## src/rtl/req_pend_pkg.sv

```systemverilog
// Shared definitions for the request pending collector.
//   state_t    : hold-off FSM states (idle, active service, blanked hold-off)
//   HOLD_CNT_W : width of the hold-off down-counter (HOLDOFF range 1..15)
//   idx_w()    : index width needed to address n channels
package req_pend_pkg;

  typedef enum logic [1:0] {
    ST_IDLE   = 2'd0,
    ST_ACTIVE = 2'd1,
    ST_HOLD   = 2'd2
  } state_t;

  localparam int HOLD_CNT_W = 4;

  function automatic int idx_w(input int n);
    return (n <= 1) ? 1 : $clog2(n);
  endfunction

endpackage

```

## src/rtl/req_edge_detect.sv

```systemverilog
// Request event detector: registers the raw request lines once and turns
// them into per-channel event strobes.
//   clk, rst : clock, asynchronous active-high reset
//   req_in   : raw request lines (synchronous to clk)
//   evt      : event strobe per channel (rising edge or level, per EDGE_MODE)
module req_edge_detect #(
  parameter int N         = 4,
  parameter int EDGE_MODE = 1
) (
  input  logic         clk,
  input  logic         rst,
  input  logic [N-1:0] req_in,
  output logic [N-1:0] evt
);

  logic [N-1:0] req_q;

  // req_q resets to 0, so a line already high when reset drops counts as an
  // edge in the first cycle.
  always_ff @(posedge clk or posedge rst) begin
    if (rst) req_q <= '0;
    else     req_q <= req_in;
  end

  assign evt = (EDGE_MODE != 0) ? (req_in & ~req_q) : req_in;

endmodule

```

## src/rtl/req_pending_collector.sv

```systemverilog
// Front end of the 4-bit priority decoder. Request events become sticky
// pending bits; pending & mask drives the decoder's din. The decoder index
// comes back as a clear command, after which din is blanked for HOLDOFF
// cycles so the registered decoder output can settle. A second event on a
// still-pending channel raises a sticky overflow flag.
// Optional build macro: PEND_COUNT_EN adds per-channel saturating coalesce
// counters and the cnt_flat output.
//   clk, rst  : clock, asynchronous active-high reset
//   req_in    : raw request lines
//   mask      : 1 = channel visible to the decoder
//   clr_valid : clear strobe, clr_idx selects the channel (out of range ignored)
//   ovf_clr   : clears all overflow flags
//   din_out   : pending & mask, forced to 0 during hold-off
//   any_pend  : |(pending & mask), not affected by hold-off
//   busy      : FSM not idle
//   ovf       : sticky per-channel overflow flags
//   cnt_flat  : per-channel coalesce counts, ch0 in LSBs (PEND_COUNT_EN only)
module req_pending_collector
  import req_pend_pkg::*;
#(
  parameter int N         = 4,
  parameter int IDXW      = idx_w(N),
  parameter int EDGE_MODE = 1,
  parameter int HOLDOFF   = 2,
  parameter int CNT_W     = 3
) (
  input  logic              clk,
  input  logic              rst,
  input  logic [N-1:0]      req_in,
  input  logic [N-1:0]      mask,
  input  logic              clr_valid,
  input  logic [IDXW-1:0]   clr_idx,
  input  logic              ovf_clr,
  output logic [N-1:0]      din_out,
  output logic              any_pend,
  output logic              busy,
`ifdef PEND_COUNT_EN
  output logic [N*CNT_W-1:0] cnt_flat,
`endif
  output logic [N-1:0]      ovf
);

  state_t                state;
  logic [HOLD_CNT_W-1:0] hold_cnt;
  logic [N-1:0]          evt;
  logic [N-1:0]          pend;
  logic [N-1:0]          ovf_r;
  logic [N-1:0]          clr_hit;
  logic [N-1:0]          qual;
  logic [N-1:0]          masked;
  logic                  clr_any;

  req_edge_detect #(.N(N), .EDGE_MODE(EDGE_MODE)) u_edge (
    .clk    (clk),
    .rst    (rst),
    .req_in (req_in),
    .evt    (evt)
  );

  // One-hot clear decode; an index >= N matches no bit and is dropped.
  always_comb begin
    clr_hit = '0;
    for (int i = 0; i < N; i++) clr_hit[i] = clr_valid && (int'(clr_idx) == i);
  end

  assign clr_any  = |clr_hit;
  // Event on a bit that is pending and not being cleared right now.
  assign qual     = evt & pend & ~clr_hit;
  assign masked   = pend & mask;
  assign any_pend = |masked;
  assign din_out  = (state == ST_HOLD) ? '0 : masked;
  assign busy     = (state != ST_IDLE);
  assign ovf      = ovf_r;

  // Set has priority over clear so a same-cycle event is never lost.
  always_ff @(posedge clk or posedge rst) begin
    if (rst) begin
      pend  <= '0;
      ovf_r <= '0;
    end else begin
      pend  <= (pend & ~clr_hit) | evt;
      ovf_r <= ovf_clr ? '0 : (ovf_r | qual);
    end
  end

  // Hold-off FSM. A clear while already in HOLD does not restart the count.
  always_ff @(posedge clk or posedge rst) begin
    if (rst) begin
      state    <= ST_IDLE;
      hold_cnt <= '0;
    end else begin
      case (state)
        ST_IDLE: begin
          if (any_pend) state <= ST_ACTIVE;
        end
        ST_ACTIVE: begin
          if (clr_any) begin
            state    <= ST_HOLD;
            hold_cnt <= HOLD_CNT_W'(HOLDOFF - 1);
          end else if (!any_pend) begin
            state <= ST_IDLE;
          end
        end
        ST_HOLD: begin
          if (hold_cnt == '0) state <= any_pend ? ST_ACTIVE : ST_IDLE;
          else                hold_cnt <= hold_cnt - 1'b1;
        end
        default: state <= ST_IDLE;
      endcase
    end
  end

`ifdef PEND_COUNT_EN
  logic [CNT_W-1:0] cnt [N];

  function automatic logic [CNT_W-1:0] sat_inc(input logic [CNT_W-1:0] v);
    return (v == '1) ? v : v + 1'b1;
  endfunction

  // Any clear of the channel zeroes its count, including the set-wins case.
  always_ff @(posedge clk or posedge rst) begin
    if (rst) begin
      for (int i = 0; i < N; i++) cnt[i] <= '0;
    end else begin
      for (int i = 0; i < N; i++) begin
        if (clr_hit[i])   cnt[i] <= '0;
        else if (qual[i]) cnt[i] <= sat_inc(cnt[i]);
      end
    end
  end

  always_comb begin
    cnt_flat = '0;
    for (int i = 0; i < N; i++) cnt_flat[i*CNT_W +: CNT_W] = cnt[i];
  end
`endif

endmodule
```

## config.mk

```make
export PLATFORM = sky130hd
export DESIGN_NAME = req_pending_collector
export DESIGN_NICKNAME = d
export VERILOG_FILES = /design/src/rtl/req_pend_pkg.sv /design/src/rtl/req_edge_detect.sv /design/src/rtl/req_pending_collector.sv
export SDC_FILE = /design/constraint.sdc
export NUM_CORES = 1
export LEC_CHECK = 0
export ABC_AREA = 0
export CORE_MARGIN = 2
export CORE_UTILIZATION = 25
export DETAILED_ROUTE_END_ITERATION = 8
export GPL_ROUTABILITY_DRIVEN = 0
export SLEW_MARGIN = 10
export SYNTH_ARGS = -nofsm -noshare
export SYNTH_HDL_FRONTEND = slang
export SYNTH_SLANG_ARGS = --single-unit
```

## constraint.sdc

```tcl
create_clock -name clk -period 1.6 [get_ports clk]
set_clock_uncertainty 0.2 [all_clocks]
set_input_delay 0.16 -clock clk [delete_from_list [all_inputs] [get_ports clk]]
set_output_delay 0.16 -clock clk [all_outputs]
set_load 0.01 [all_outputs]
```

==> impl_metrics.tcl <==
set metrics [dict create \
    hold_start "req_in[3]" \
    maxSlewViolCount 0 \
    worstPathArrival_ns 1.57 \
    synth_top_family_by_area "simple AND/OR/NAND/NOR gates" \
    final_common_cell "dfrtp_1" \
    ys_ff_latch 18 \
    layout_common_cells "dfrtp_1, clkdlybuf4s50_1, nand2_1" \
    fillers 315 \
    r2r_start "hold_cnt[0]$_DFFE_PP0P_" \
    crit_required_ns 1.63 \
    path_max_fanout 2 \
    ctsRootBufferMaster "clkbuf_4" \
    synthesis.area_um2 815 \
    setup_viol 0 \
    diodes 0 \
    synth.net_count 94 \
    synth-simple-area-share 0.220 \
    dp_hpwl_um 1390 \
    postSynthAreaPerCell_um2 10.4 \
    yosys.area_share.xor_xnor 0 \
    drc_errors 0 \
    synth_compound_area_frac 0.129 \
    nets 129 \
    insertion_delay_ns 0.28 \
    ys.flop_type "dfrtp_1" \
    critPathMaxStageDelay_ns 0.39 \
    min_path_type "in -> reg" \
    grtUsageMet3 0.0252 \
    path_delay_family "flip-flops" \
    dr.pass1.iters 4 \
    final_util 0.376 \
    postRouteAntennaNets 0 \
    via_per_inst 4.36 \
    rr_worst_depth 6 \
    grt_pass1_wl_um 2980 \
    cts_buffer_depth 2 \
    vias 676 \
    power.density_nw_per_um2 1180 \
    cp_num_buf_inv 2 \
    fin_crit_sh 0.965 \
    relSlewSlack 0.810 \
    ys.warnings.count 0 \
    dieHeight_um 61.1 \
    dp_slack_ns -0.138 \
    synthDistinctLibCells 24 \
    cts_tree "built" \
    cts_buffers 3 \
    h-tree-depth 1 \
    fmax_mhz 648 \
    holdPathEnd "u_edge.req_q[3]$_DFF_PP0_" \
    drtIter0Drc 19 \
    syn_inst 78 \
    gr-usage-met1 0.117 \
    critPathLaunchType "register" \
    drive_gt1_frac 0.207 \
    chipWidth_um 61.1 \
    path_class "reg -> reg" \
    grt_usage 0.109 \
    setup.worst_path.end_class "register" \
    io_pins 24 \
    grt_start_max_net_pins 19 \
    grt_pass1_vias 727 \
    drt-wirelength-per-cell_um 10.8 \
    fp.coreArea_um2 3080 \
    ys_seq_area_frac 0.553 \
    ys_async_sr_fraction 1.00 \
    clkTransAtPathRegs_ns 0.09 \
    grt_busiest_layer "met2" \
    syn2layout_area_growth_pct 42.1 \
    antenna_found_initial 0 \
    peakVddDrop_mv 0.349 \
    grt_overflow 0 \
    cp_slowest_cell "dfrtp_1" \
    r2r_slack_ns 0.06 \
    cellLeakagePower_nw 0.566 \
    synth_fa_ha_area_frac 0.0307 \
    r2r-end "state[0]$_DFFE_PP0P_" \
    use_met2 0.198 \
    hold_viol 0 \
    maxCapViolCount 0 \
    setup_ws_ns 0.0558 \
    num_rows 20 \
    synth_mux_area_frac 0.0307 \
    finalWirelength_um 1680 \
    cts.sink_count 18 \
    period_needed_ns 1.54 \
    synth_edf_count 0 \
    initial_utilization 0.265 \
    port_buffers 23 \
    whs_path_depth 1 \
    crit_chain "inv_1 > ha_2 > nand2b_1 > buf_4 > o21ai_0 > and3_1" \
    status "complete, no violations" \
    dieArea_um2 3730 \
    worstMarginPinSlew_ns 0.281 \
]
## registers in the layout, indices dropped and copies added, names as in the netlist
register / count
state: 2
pend: 4
u_edge.req_q: 4
ovf: 4
hold_cnt: 4
## stage by stage
step / instances / power [mW] / hold slack [ns] / cell area, um^2 / setup TNS (ns)
after CTS: 154 / 1.38 / 0.124 / 1150 / 0
after floorplan: 78 / 0.923 / -0.101 / 815 / 0
after detailed placement: 150 / 1.18 / 0.259 / 1130 / -0.410
after global routing: 155 / 1.48 / 0.127 / 1160 / -0.0161
after global placement: 150 / 1.17 / 0.242 / 1130 / -0.412
final: 155 / 1.36 / 0.137 / 1160 / 0
## Yosys cell counts, drive strengths merged (2+ instances only)
cell type	number	area, um^2
inv	5	18.8
ha	2	25.0
o31ai	3	22.5
o21ai	9	56.3
nand2	13	48.8
dfrtp	18	450
nor2	4	15.0
nand2b	9	56.3
## repair_timing
item	CTS	global route
resized for setup	20	9
buffers inserted	0	1
hold buffers	1	0
pin swaps	1	1
endpoints found under the hold margin	18	0
endpoints found under the setup margin	6	9
## worst max-delay path by stage
stage,start,endpoint,slack [ns],depth (start not counted)
global route,hold_cnt[0]$_DFFE_PP0P_,hold_cnt[0]$_DFFE_PP0P_,-0.009,5
floorplan,hold_cnt[0]$_DFFE_PP0P_,hold_cnt[0]$_DFFE_PP0P_,0.08,5
detailed placement,mask[0],any_pend,-0.14,4
global placement,mask[0],any_pend,-0.13,4
finish,hold_cnt[0]$_DFFE_PP0P_,state[0]$_DFFE_PP0P_,0.06,6
CTS,pend[3]$_DFF_PP0_,any_pend,0.01,3
## layer usage
layer,vias up,part of all wire
met3,2,0.063
met4,0,0.0060
met5,-,0
met2,19,0.51
met1,324,0.42
li1,331,-
## power by group
group	internal, mW	switching (mW)
sequential	0.538	0.0573
clock	0.0873	0.124
combinational	0.298	0.261
total	0.923	0.442
## logic make-up (layout without fill, tap and decap cells)
| kind of cell | count (synthesis) | after routing |
|---|---|---|
| mux | 2 | 2 |
| simple gates | 35 | 35 |
| compound gates | 15 | 15 |
| flops | 18 | 18 |
| buf+inv | 6 | 39 |
| fa+ha+maj | 2 | 2 |
## layout make-up
class / count / area [um^2] / area share
inverters: 5 / 18.8 / 0.0162
flip-flops and latches: 18 / 450 / 0.389
repair buffers: 31 / 270 / 0.234
well taps: 44 / 55.1 / 0.0476
clock buffers: 3 / 22.5 / 0.0195
multi-input cells: 54 / 340 / 0.294
Note: power is estimated with default switching activity, not from simulation.
